==> config.mk <==
export PLATFORM = sky130hd
export DESIGN_NAME = axis_fifo_rd_gate
export DESIGN_NICKNAME = d
export VERILOG_FILES = /design/src/rtl/axis_fifo_rd_gate.sv
export SDC_FILE = /design/constraint.sdc
export NUM_CORES = 1
export LEC_CHECK = 0
export CAP_MARGIN = 15
export CORE_MARGIN = 1.5
export CORE_UTILIZATION = 55
export DETAILED_ROUTE_END_ITERATION = 12
export HOLD_SLACK_MARGIN = 0.08
export PLACE_DENSITY_LB_ADDON = 0.08
export SYNTH_ARGS = -nofsm -noshare
export SYNTH_HDL_FRONTEND = slang
export SYNTH_SLANG_ARGS = --single-unit
==> constraint.sdc <==
create_clock -name clk -period 4.29 [get_ports clk]
set_input_delay 0.429 -clock clk [delete_from_list [all_inputs] [get_ports clk]]
set_output_delay 0.429 -clock clk [all_outputs]
set_load 0.01 [all_outputs]
==> src/rtl/axis_fifo_rd_gate.sv <==
// axis_fifo_rd_gate
// Read-release controller for the AXI-Stream TX FIFO in front of the GT
// transmitter. It shadows FIFO occupancy and the stored-frame count from the
// observed write/read handshakes. It releases reads in cut-through or
// store-and-forward mode, pauses while the GT is not ready, and ends each
// burst on the accepted last beat.
module axis_fifo_rd_gate #(
  parameter int DEPTH        = 512,
  parameter int CNT_W        = $clog2(DEPTH + 1),
  parameter int START_THRESH = 64,
  parameter int MODE         = 0,
  parameter int MAX_FRAMES   = 16,
  parameter int FRM_W        = $clog2(MAX_FRAMES + 1)
) (
  input  logic             clk,
  input  logic             rst,
  input  logic             wr_valid,
  input  logic             wr_ready,
  input  logic             wr_last,
  input  logic             rd_valid,
  input  logic             rd_ready,
  input  logic             rd_last,
  input  logic             GT_Tx_active,
  output logic             fifo_rd_enable,
  output logic [CNT_W-1:0] fill_level,
  output logic [FRM_W-1:0] frames_stored,
  output logic [1:0]       gate_state,
  output logic             overflow_err,
  output logic             underrun_err
);

  typedef enum logic [1:0] {
    ST_IDLE   = 2'b00,
    ST_STREAM = 2'b01,
    ST_HOLD   = 2'b10
  } gate_state_t;

  localparam logic [CNT_W-1:0] FILL_MAX   = CNT_W'(DEPTH);
  localparam logic [CNT_W-1:0] FILL_START = CNT_W'(START_THRESH);
  localparam logic [FRM_W-1:0] FRM_MAX    = FRM_W'(MAX_FRAMES);

  logic wr_hs;
  logic rd_hs;
  logic wr_eof;
  logic rd_eof;
  logic start_cond;

  gate_state_t      state_q;
  gate_state_t      state_d;
  logic             gap_q;
  logic             gap_d;
  logic             rd_en_q;
  logic [CNT_W-1:0] fill_q;
  logic [FRM_W-1:0] frames_q;
  logic             ovf_q;
  logic             unr_q;

  assign wr_hs  = wr_valid & wr_ready;
  assign rd_hs  = rd_valid & rd_ready;
  assign wr_eof = wr_hs & wr_last;
  assign rd_eof = rd_hs & rd_last;

  // Word occupancy tracking, saturating at both ends; out-of-range moves raise sticky errors
  always_ff @(posedge clk) begin
    if (rst) begin
      fill_q <= '0;
      ovf_q  <= 1'b0;
      unr_q  <= 1'b0;
    end else if (wr_hs && !rd_hs) begin
      if (fill_q == FILL_MAX) begin
        ovf_q <= 1'b1;
      end else begin
        fill_q <= fill_q + CNT_W'(1);
      end
    end else if (rd_hs && !wr_hs) begin
      if (fill_q == '0) begin
        unr_q <= 1'b1;
      end else begin
        fill_q <= fill_q - CNT_W'(1);
      end
    end
  end

  // Complete-frame count, saturating silently at both ends
  always_ff @(posedge clk) begin
    if (rst) begin
      frames_q <= '0;
    end else if (wr_eof && !rd_eof) begin
      if (frames_q != FRM_MAX) begin
        frames_q <= frames_q + FRM_W'(1);
      end
    end else if (rd_eof && !wr_eof) begin
      if (frames_q != '0) begin
        frames_q <= frames_q - FRM_W'(1);
      end
    end
  end

  // Start condition from registered counters; a whole stored frame always qualifies
  always_comb begin
    start_cond = (frames_q != '0);
    if ((MODE == 0) && (fill_q >= FILL_START)) begin
      start_cond = 1'b1;
    end
  end

  // Gate FSM next state; gap_d forces one blocked IDLE cycle after every burst
  always_comb begin
    state_d = state_q;
    gap_d   = 1'b0;
    case (state_q)
      ST_IDLE: begin
        if (!gap_q && GT_Tx_active && start_cond) begin
          state_d = ST_STREAM;
        end
      end
      ST_STREAM: begin
        if (rd_eof) begin
          state_d = ST_IDLE;
          gap_d   = 1'b1;
        end else if (!GT_Tx_active) begin
          state_d = ST_HOLD;
        end
      end
      ST_HOLD: begin
        if (rd_eof) begin
          state_d = ST_IDLE;
          gap_d   = 1'b1;
        end else if (GT_Tx_active) begin
          state_d = ST_STREAM;
        end
      end
      default: begin
        state_d = ST_IDLE;
      end
    endcase
  end

  // State register plus registered read release derived from the next state
  always_ff @(posedge clk) begin
    if (rst) begin
      state_q <= ST_IDLE;
      gap_q   <= 1'b0;
      rd_en_q <= 1'b0;
    end else begin
      state_q <= state_d;
      gap_q   <= gap_d;
      rd_en_q <= (state_d == ST_STREAM);
    end
  end

  assign fifo_rd_enable = rd_en_q;
  assign fill_level     = fill_q;
  assign frames_stored  = frames_q;
  assign gate_state     = state_q;
  assign overflow_err   = ovf_q;
  assign underrun_err   = unr_q;

endmodule
==> results of run 1 <==
-- through the flow --
stage / setup WS (ns) / std cells / hold WS [ns] / area [um^2] / power, uW
floorplan: 1.70 / 169 / 0.503 / 1440 / 811
global placement: 1.13 / 225 / 0.462 / 1760 / 1000
detailed placement: 1.06 / 225 / 0.473 / 1760 / 1030
finish: 1.36 / 229 / 0.496 / 1780 / 1120
global route: 1.17 / 229 / 0.520 / 1780 / 1230
CTS: 1.38 / 229 / 0.502 / 1780 / 1130
-- cell families after synthesis --
logic type	count (synthesis)	share of synthesized area
adder cells (fa/ha/maj)	20	0.184
AND/OR/NAND/NOR	57	0.206
XOR/XNOR	12	0.0729
AO/OA/AOI/OAI	45	0.205
flip-flops	21	0.291
multiplexers	1	0.00781
buffers and inverters	13	0.0338
-- registers in the layout (all words and copies together) (netlist names) --
signal          count
overflow_err        1
gap_q               1
fifo_rd_enable      1
gate_state          2
fill_level         10
underrun_err        1
frames_stored       5
-- worst register-to-register path: stages, from the launching register on --
cell     delay (ns)
dfxtp_1        0.45
inv_1          0.10
fa_1           0.50
nor2b_4        0.14
o31a_1         0.18
a311o_1        0.20
a21oi_2        0.06
or4_1          0.39
nand3_1        0.07
-- final timing paths --
check | startpoint | to | slack (ns) | depth (start not counted)
worst max-delay path | rd_valid | fill_level[9] | 1.36 | 12
worst min-delay path | underrun_err | underrun_err | 0.50 | 2
worst max register to register | fill_level[0] | fill_level[8] | 2.16 | 8
worst min register to register | underrun_err | underrun_err | 0.50 | 2
-- final cells by class --
| cell class | count | share of cell area |
|---|---|---|
| multi-input combinational | 135 | 0.546 |
| sequential | 21 | 0.236 |
| timing repair buffer | 29 | 0.161 |
| inverter | 10 | 0.0210 |
| tap | 30 | 0.0210 |
| clock buffer | 3 | 0.0126 |
| clock inverter | 1 | 0.00281 |
-- power breakdown --
group | switching (uW) | leakage [uW] | internal, uW | total, uW
Combinational | 344 | 0.000541 | 362 | 706
Clock | 64.1 | 0.0000177 | 34.8 | 99.0
Sequential | 67.8 | 0.000172 | 251 | 319
Total | 476 | 0.000731 | 648 | 1120
-- placed cells by master, fill, tap and decap left out, drive strengths merged, types with 2 or more instances in the layout --
master         count
ha                18
xor2               2
inv               10
fa                 2
and2               2
a211oi             2
nand4b             2
nor2              13
nand3              2
nand3b             2
nor3               3
o21a               3
a21oi             19
nand2b             2
nand2             18
nor4               2
nor2b              4
nor3b              2
dfxtp             21
o21ai              4
a31oi              5
clkbuf             3
xnor2             10
and3               2
a21o               7
clkdlybuf4s50     28
-- routing by layer --
layer  track usage  vias to the layer above
li1              -                      658
met1         0.270                      620
met2         0.464                       20
met3        0.0246                        4
met4        0.0917                        0
met5             0                        -
==> results.ini, run 1 <==
[setup_path]
path_class = in2reg
end_kind = flip-flop
cp_top_family = compound AO/OA/AOI/OAI gates
cpMaxStageDelayCell = clkdlybuf4s50_1
worstSetupStartpointType = input port
cp_cell_sequence = clkdlybuf4s50_1 > and2_1 > inv_1 > ha_1 > inv_1 > ha_1 > a21o_1 > a21oi_1 > a21oi_1 > o21a_1 > o21ai_1 > mux2_1
worstPathArrival_ns = 3.14
cpPeakStageDelay_ns = 0.45
crit_fanout = 8
required_ns = 4.50
crit_buf_inv = 3

[synthesis]
synth_top_area_cell = dfxtp_1
synth_flop_cell = dfxtp_1
synthArstFlopShare = 0
ys_top_cells_by_area = dfxtp_1, ha_1, xnor2_1
synth_top_area_frac = 0.291
avgSynthCellArea_um2 = 8.54
ys_ff_latch = 21
synthTopCellsByCount = dfxtp_1, ha_1, nand2_1
netlist_instances = 169
yosysMostFrequentCell = dfxtp_1
synth_edf_count = 0
syn_nets = 198
yosysWarnings = 0
yosysSeqAreaShare = 0.291
ys_types = 40
synthesis.area_um2 = 1440

[global_route]
grt_pass1_vias = 1238
grt_max_degree = 25
grt_usage = 0.242
antenna_found_initial = 0
grt_pass1_wl_um = 5200
grt-ovfl-total = 0

[finish]
multi_input_area_um2 = 973
nNetsFinal = 229
fill_cells = 199
drive_gt1_frac = 0.0452
register_area_um2 = 420
synthToLayoutAreaGrowth_pct = 23.7
n_antenna_cell = 0
fin_util = 0.720

[die]
die_x_um = 54.2
core_area_um2 = 2480
die_y_um = 54.2
placementRows = 18
initial_core_util = 0.582
die_area_um2 = 2940
io_pins = 29

[cts]
htreeDepth = 1
cts_buffers = 3
cts_tree = yes
cts_resized = 0
postCtsHoldBufs = 0
clock_path_buffers = 2
clock_sinks = 21
clk_latency_ns = 0.31
path_clk_slew_ns = 0.12
root_buffer = clkbuf_4
post_cts_buffers = 0

[drt]
wl_um = 3120
drt-initial-drc-count = 34
wl_met3_um = 69
wl_per_cell_um = 13.6
met2WireLength_um = 1620
met1_length_um = 1380
num_vias = 1302
drc = 0
highest_layer = met4
firstDrtPassIters = 4
detail-route-antenna-nets = 0
via_per_inst = 5.69

[worst_hold_path]
hp-class = reg2reg

[power]
p_per_area_nw_per_um2 = 630
vdd_drop_max_v = 0.000480
leakage_uw = 0.000731

[run_status]
outcome = complete, no violations

[placement]
port_buffers = 28
dp_hpwl_um = 2400
gp_congestion = 0.873

[timing]
tightest_slew_ns = 0.471
period_minus_slack_ns = 2.93
rsz0062_at_grt = false
max_slew_margin = 0.686
fin_tns_setup_ns = 0
skew_ns = 0.00121
min_period_over_period = 0.684
report.final.slew_viol_count = 0
setup-violations-final = 0
hold_viol_final = 0
fmax_mhz = 341

[run]
max_cap_violations = 0

No activity file was read; power rests on OpenSTA's default activity.
==> run 2, diff against run 1 <==
--- a/config.mk
+++ b/config.mk
@@ -7,7 +7,7 @@
 export LEC_CHECK = 0
 export CAP_MARGIN = 15
 export CORE_MARGIN = 1.5
-export CORE_UTILIZATION = 55
+export CORE_UTILIZATION = 51
 export DETAILED_ROUTE_END_ITERATION = 12
 export HOLD_SLACK_MARGIN = 0.08
 export PLACE_DENSITY_LB_ADDON = 0.08
==> constraint.sdc (replaced) <==
create_clock -name clk -period 2.8 [get_ports clk]
set_input_delay 0.28 -clock clk [delete_from_list [all_inputs] [get_ports clk]]
set_output_delay 0.28 -clock clk [all_outputs]
set_load 0.01 [all_outputs]
==> run 2 against run 1 <==
  * Sequential share of layout area shrank 1.1 points
  * Sequential cell count is the same
  * First-iteration DRC count shrank 35%
  * Critical path depth is the same
==> results.ini, run 2 (synthesis gave the netlist of run 1 again) <==
[run_status]
outcome = complete, no violations

[die]
die_x_um = 56.2
placementRows = 19
io_pins = 29
initial_core_util = 0.532
die_y_um = 56.2
die_area_um2 = 3160
core_area_um2 = 2710

[cts]
cts_tree = yes
root_buffer = clkbuf_4
clock_path_buffers = 2
post_cts_buffers = 0
path_clk_slew_ns = 0.10
postCtsHoldBufs = 0
clk_latency_ns = 0.31
cts_resized = 0
htreeDepth = 1
cts_buffers = 3
clock_sinks = 21

[timing]
max_slew_margin = 0.696
rsz0062_at_grt = false
hold_viol_final = 0
setup-violations-final = 0
report.final.slew_viol_count = 0
fin_tns_setup_ns = 0
skew_ns = 0.0119
worst_slack_ns = 0.234
min_period_over_period = 0.917
period_minus_slack_ns = 2.57
fmax_mhz = 390
tightest_slew_ns = 0.455

[placement]
dp_hpwl_um = 2580
gp_congestion = 0.864
port_buffers = 28
dp_slack_ns = -0.0657

[finish]
n_antenna_cell = 0
synthToLayoutAreaGrowth_pct = 29.9
final_common_cell = clkdlybuf4s50_1
largest_reg_flops = 10
drive_gt1_frac = 0.0948
final_cell_mix = clkdlybuf4s50_1, dfxtp_1, nand2_1, ha_1, a21oi_1
nNetsFinal = 241

[power]
pwr-share-seq = 0.276
p_per_area_nw_per_um2 = 947
pwr-share-comb = 0.643
intPower_uw = 1040
vdd_drop_max_v = 0.000681
p_sw_frac = 0.412
p_clk_frac = 0.081
leakage_uw = 0.000785
p_switching_uw = 732

[worst_hold_path]
hold_start = underrun_err
whs_path_depth = 2
hp-class = reg2reg

[setup_path]
path_class = in2reg
cp_cell_sequence = clkdlybuf4s50_1 > and2_1 > inv_1 > ha_1 > inv_1 > ha_1 > a21o_1 > a21oi_1 > a21oi_1 > o21a_1 > o21ai_1 > mux2_1
worstPathArrival_ns = 2.76
crit_fanout = 6
r2r_start = fill_level[0]
worstSetupStartpointType = input port
cpMaxStageDelayCell = clkdlybuf4s50_1
crit_start = rd_valid
end_kind = flip-flop
required_ns = 2.99
reg2reg_depth = 8
cpPeakStageDelay_ns = 0.45

[global_route]
grt_usage = 0.226
grt-ovfl-total = 0
grt_max_degree = 14
grt_pass1_vias = 1333
grt_pass1_wl_um = 5710
antenna_found_initial = 0

[drt]
via_per_inst = 5.53
wl_um = 3200
firstDrtPassIters = 4
drc = 0
drt-initial-drc-count = 22
wl_per_cell_um = 13.2
num_vias = 1339
detail-route-antenna-nets = 0

[run]
max_cap_violations = 0

==> run 2: cell count changes in the layout (fill, tap and decap cells not counted) <==
cell and delta:
buf_4 +12, clkbuf_1 +1, clkinv_2 -1
==> run 2: critical path, delay by kind of cell <==
| family | cells | cell delay (ns) |
|---|---|---|
| compound gates | 5 | 0.82 |
| fa+ha+maj | 2 | 0.51 |
| buf+inv | 3 | 0.67 |
| mux | 1 | 0.34 |
| simple gates | 1 | 0.13 |
==> run 2: stage by stage <==
step / power (uW) / utilization / instances / hold slack [ns] / cell area, um^2
6_report: 1780 / 0.692 / 242 / 0.497 / 1870
5_1_grt: 1940 / 0.692 / 242 / 0.535 / 1870
4_1_cts: 1780 / 0.692 / 242 / 0.492 / 1870
3_5_place_dp: 1630 / 0.682 / 238 / 0.466 / 1850
3_3_place_gp: 1590 / 0.682 / 238 / 0.459 / 1850
2_1_floorplan: 1240 / - / 169 / 0.364 / 1440
==> run 2: layer usage <==
metal	wire [um]	up-vias	GRT usage
met5	0	-	0
met4	35	0	0.0850
met3	101	4	0.0256
met2	1610	23	0.388
met1	1450	629	0.290
li1	-	683	-
==> run 2: path summary, 6_finish.rpt <==
check	to	slack (ns)
min reg2reg	underrun_err	0.50
max	fill_level[9]	0.23
min	underrun_err	0.50
max reg2reg	fill_level[8]	0.61
==> run 2: area by class of cell <==
cell class	count	area, um^2
Multi-Input combinational cell	135	973
Fill cell	246	836
Sequential cell	21	420
Timing Repair Buffer	41	378
Tap cell	31	38.8
Inverter	10	37.5
Clock buffer	4	26.3
==> run 2: power by group through the flow <==
stage,Combinational [uW],Sequential (uW),Clock (uW)
detailed placement,1140,496,0
global route,1270,506,163
CTS,1140,489,152
floorplan,727,515,0
global placement,1110,489,0
finish,1140,489,144
==> RTL change, RTL diff (config.mk and constraints of run 2) <==
Reset style: asynchronous (`rst`), changed in 3 clocked blocks.
--- a/src/rtl/axis_fifo_rd_gate.sv
+++ b/src/rtl/axis_fifo_rd_gate.sv
@@ -62,5 +62,5 @@
 
   // Word occupancy tracking, saturating at both ends; out-of-range moves raise sticky errors
-  always_ff @(posedge clk) begin
+  always_ff @(posedge clk or posedge rst) begin
     if (rst) begin
       fill_q <= '0;
@@ -83,5 +83,5 @@
 
   // Complete-frame count, saturating silently at both ends
-  always_ff @(posedge clk) begin
+  always_ff @(posedge clk or posedge rst) begin
     if (rst) begin
       frames_q <= '0;
@@ -138,5 +138,5 @@
 
   // State register plus registered read release derived from the next state
-  always_ff @(posedge clk) begin
+  always_ff @(posedge clk or posedge rst) begin
     if (rst) begin
       state_q <= ST_IDLE;
Behaviour: differs if rst is asserted again (counterexample within 4 cycles, from zero or initial values and one cycle with rst high); with rst held inactive, the same outputs for 10 cycles.
==> RTL change against run 2 <==
Sequential cell count stayed put. Clock power is 8% higher. Setup slack better by 0.15 ns. Power is 20% higher. Routed wire length is 0.91% higher. The flow now finishes with violations (design-rule violations). Cell count is 6.2% lower. First-iteration DRC count is 150% higher. Worst hold slack worse by 0.087 ns. Cell area is 0.27% higher. Largest cell class unchanged. Synthesized area is 6.5% higher.
==> RTL change: results (changes against run 2) <==
The run finished, with violations left. The final reports fail on design-rule violations. The routed wire length came out at 3.23 mm (+0.91%). The overall track demand over capacity in global routing was 0.214 (-0.0124); the routed length on met1 was 1.53 mm (+5.6%). The number of detailed-route iterations in the first pass came out at 8 (+4). The run gives 193 (-2.5%) as the post-synth net total.

The final weighted congestion in routability-driven placement was 0.841 (-2.7%); the wire length on met2 was 1.54 mm (-4.3%). Complex-gate fraction of the synthesized area: 0.210 (+0.00541). The tools report the placed cell count as 223 (-6.3%). In this run the critical register-to-register path is launched from fill_level[0]. The largest net degree at the start of global routing was 22 (+8). The fraction of the yosys area taken by sequential cells is 0.342 (+0.0506), and the endpoint arrival time on the critical path is 2.63 ns (-0.13 ns). The detailed-route DRC error count came out at 4 (+4). The clock tree skew after final layout was 0.000766 ns (-0.0112 ns). The xor/xnor cell area share of the yosys netlist came out at 0.0684 (-0.00445). The mean cell area of the mapped netlist is 9.37 um2 (+9.8%).

By count the netlist is led by sky130_fd_sc_hd__nand2_1 (23), sky130_fd_sc_hd__dfrtp_1 (21), sky130_fd_sc_hd__ha_1 (18). The total number of nets in the final design was 226 (-6.2%); the fraction of layout instances using a drive strength above 1 was 0.0816 (-0.0132). The net switching power is 931 uW (+27%). The number of distinct library cell variants in the gate-level netlist after synthesis was 37 (-7.5%); the wire length of the first global-routing pass was 5.67 mm (-0.61%). The tools report the headroom to the max-slew limit as 0.469 (-0.227). The run gives 0.599 mV (-12%) as the worst IR drop on VDD. The tools report the met3 wire length as 130 um (+29%).
[RTL change: changes by cell type in the layout (fill, tap and decap cells not counted), moves of 5 or more]
cell,change
sky130_fd_sc_hd__dfxtp_1,-21
sky130_fd_sc_hd__buf_4,-11
sky130_fd_sc_hd__o21ai_0,+6
sky130_fd_sc_hd__nor2_1,-7
sky130_fd_sc_hd__nand2_1,+5
sky130_fd_sc_hd__dfrtp_1,+21
[RTL change: path summary, 6_finish.rpt]
check | endpoint | slack, ns | cells after the start
setup / recovery | fill_level[8] | 0.38 | 11
hold / removal | fill_level[0] | 0.41 | 2
setup reg to reg | fill_level[8] | 0.78 | 7
hold reg to reg | overflow_err | 0.49 | 1
max in group asynchronous | gate_state[1] | 1.90 | 2
min in group clk | overflow_err | 0.49 | 1
[RTL change: stage by stage]
step / util / setup WS [ns]
global placement: 0.660 / 0.164
global route: 0.670 / 0.253
floorplan: - / 0.556
finish: 0.670 / 0.382
CTS: 0.670 / 0.402
detailed placement: 0.660 / 0.0580
[RTL change: cell type report]
cell class	instances	area, um2
sequential	21	526
tap	31	38.8
timing repair buffer	30	295
inverter	14	52.6
multi-input combinational	127	940
fill	236	926
clock buffer	3	22.5
clock inverter	1	5.00
[RTL change: cells by family after synthesis]
| kind of cell | count (synthesis) |
|---|---|
| adder cells (fa/ha/maj) | 20 |
| buffers and inverters | 16 |
| AND/OR/NAND/NOR | 47 |
| AO/OA/AOI/OAI | 48 |
| flip-flops | 21 |
| XOR/XNOR | 12 |
[RTL change: per-layer routing]
metal,GRT usage,up-vias
li1,-,642
met1,0.297,606
met2,0.357,32
met3,0.0246,2
met4,0.0532,0
met5,0,-
[RTL change: critical path, delay by kind of cell]
family	cells	cell delay, ns
buf+inv	3	0.67
simple gates	3	0.56
fa+ha+maj	2	0.59
compound gates	3	0.53
[RTL change: power by group through the flow]
stage | Clock (uW) | Combinational, uW | Sequential, uW
floorplan | 0 | 846 | 652
global placement | 0 | 1300 | 621
detailed placement | 0 | 1330 | 629
CTS | 161 | 1340 | 625
global route | 173 | 1500 | 654
finish | 156 | 1340 | 623
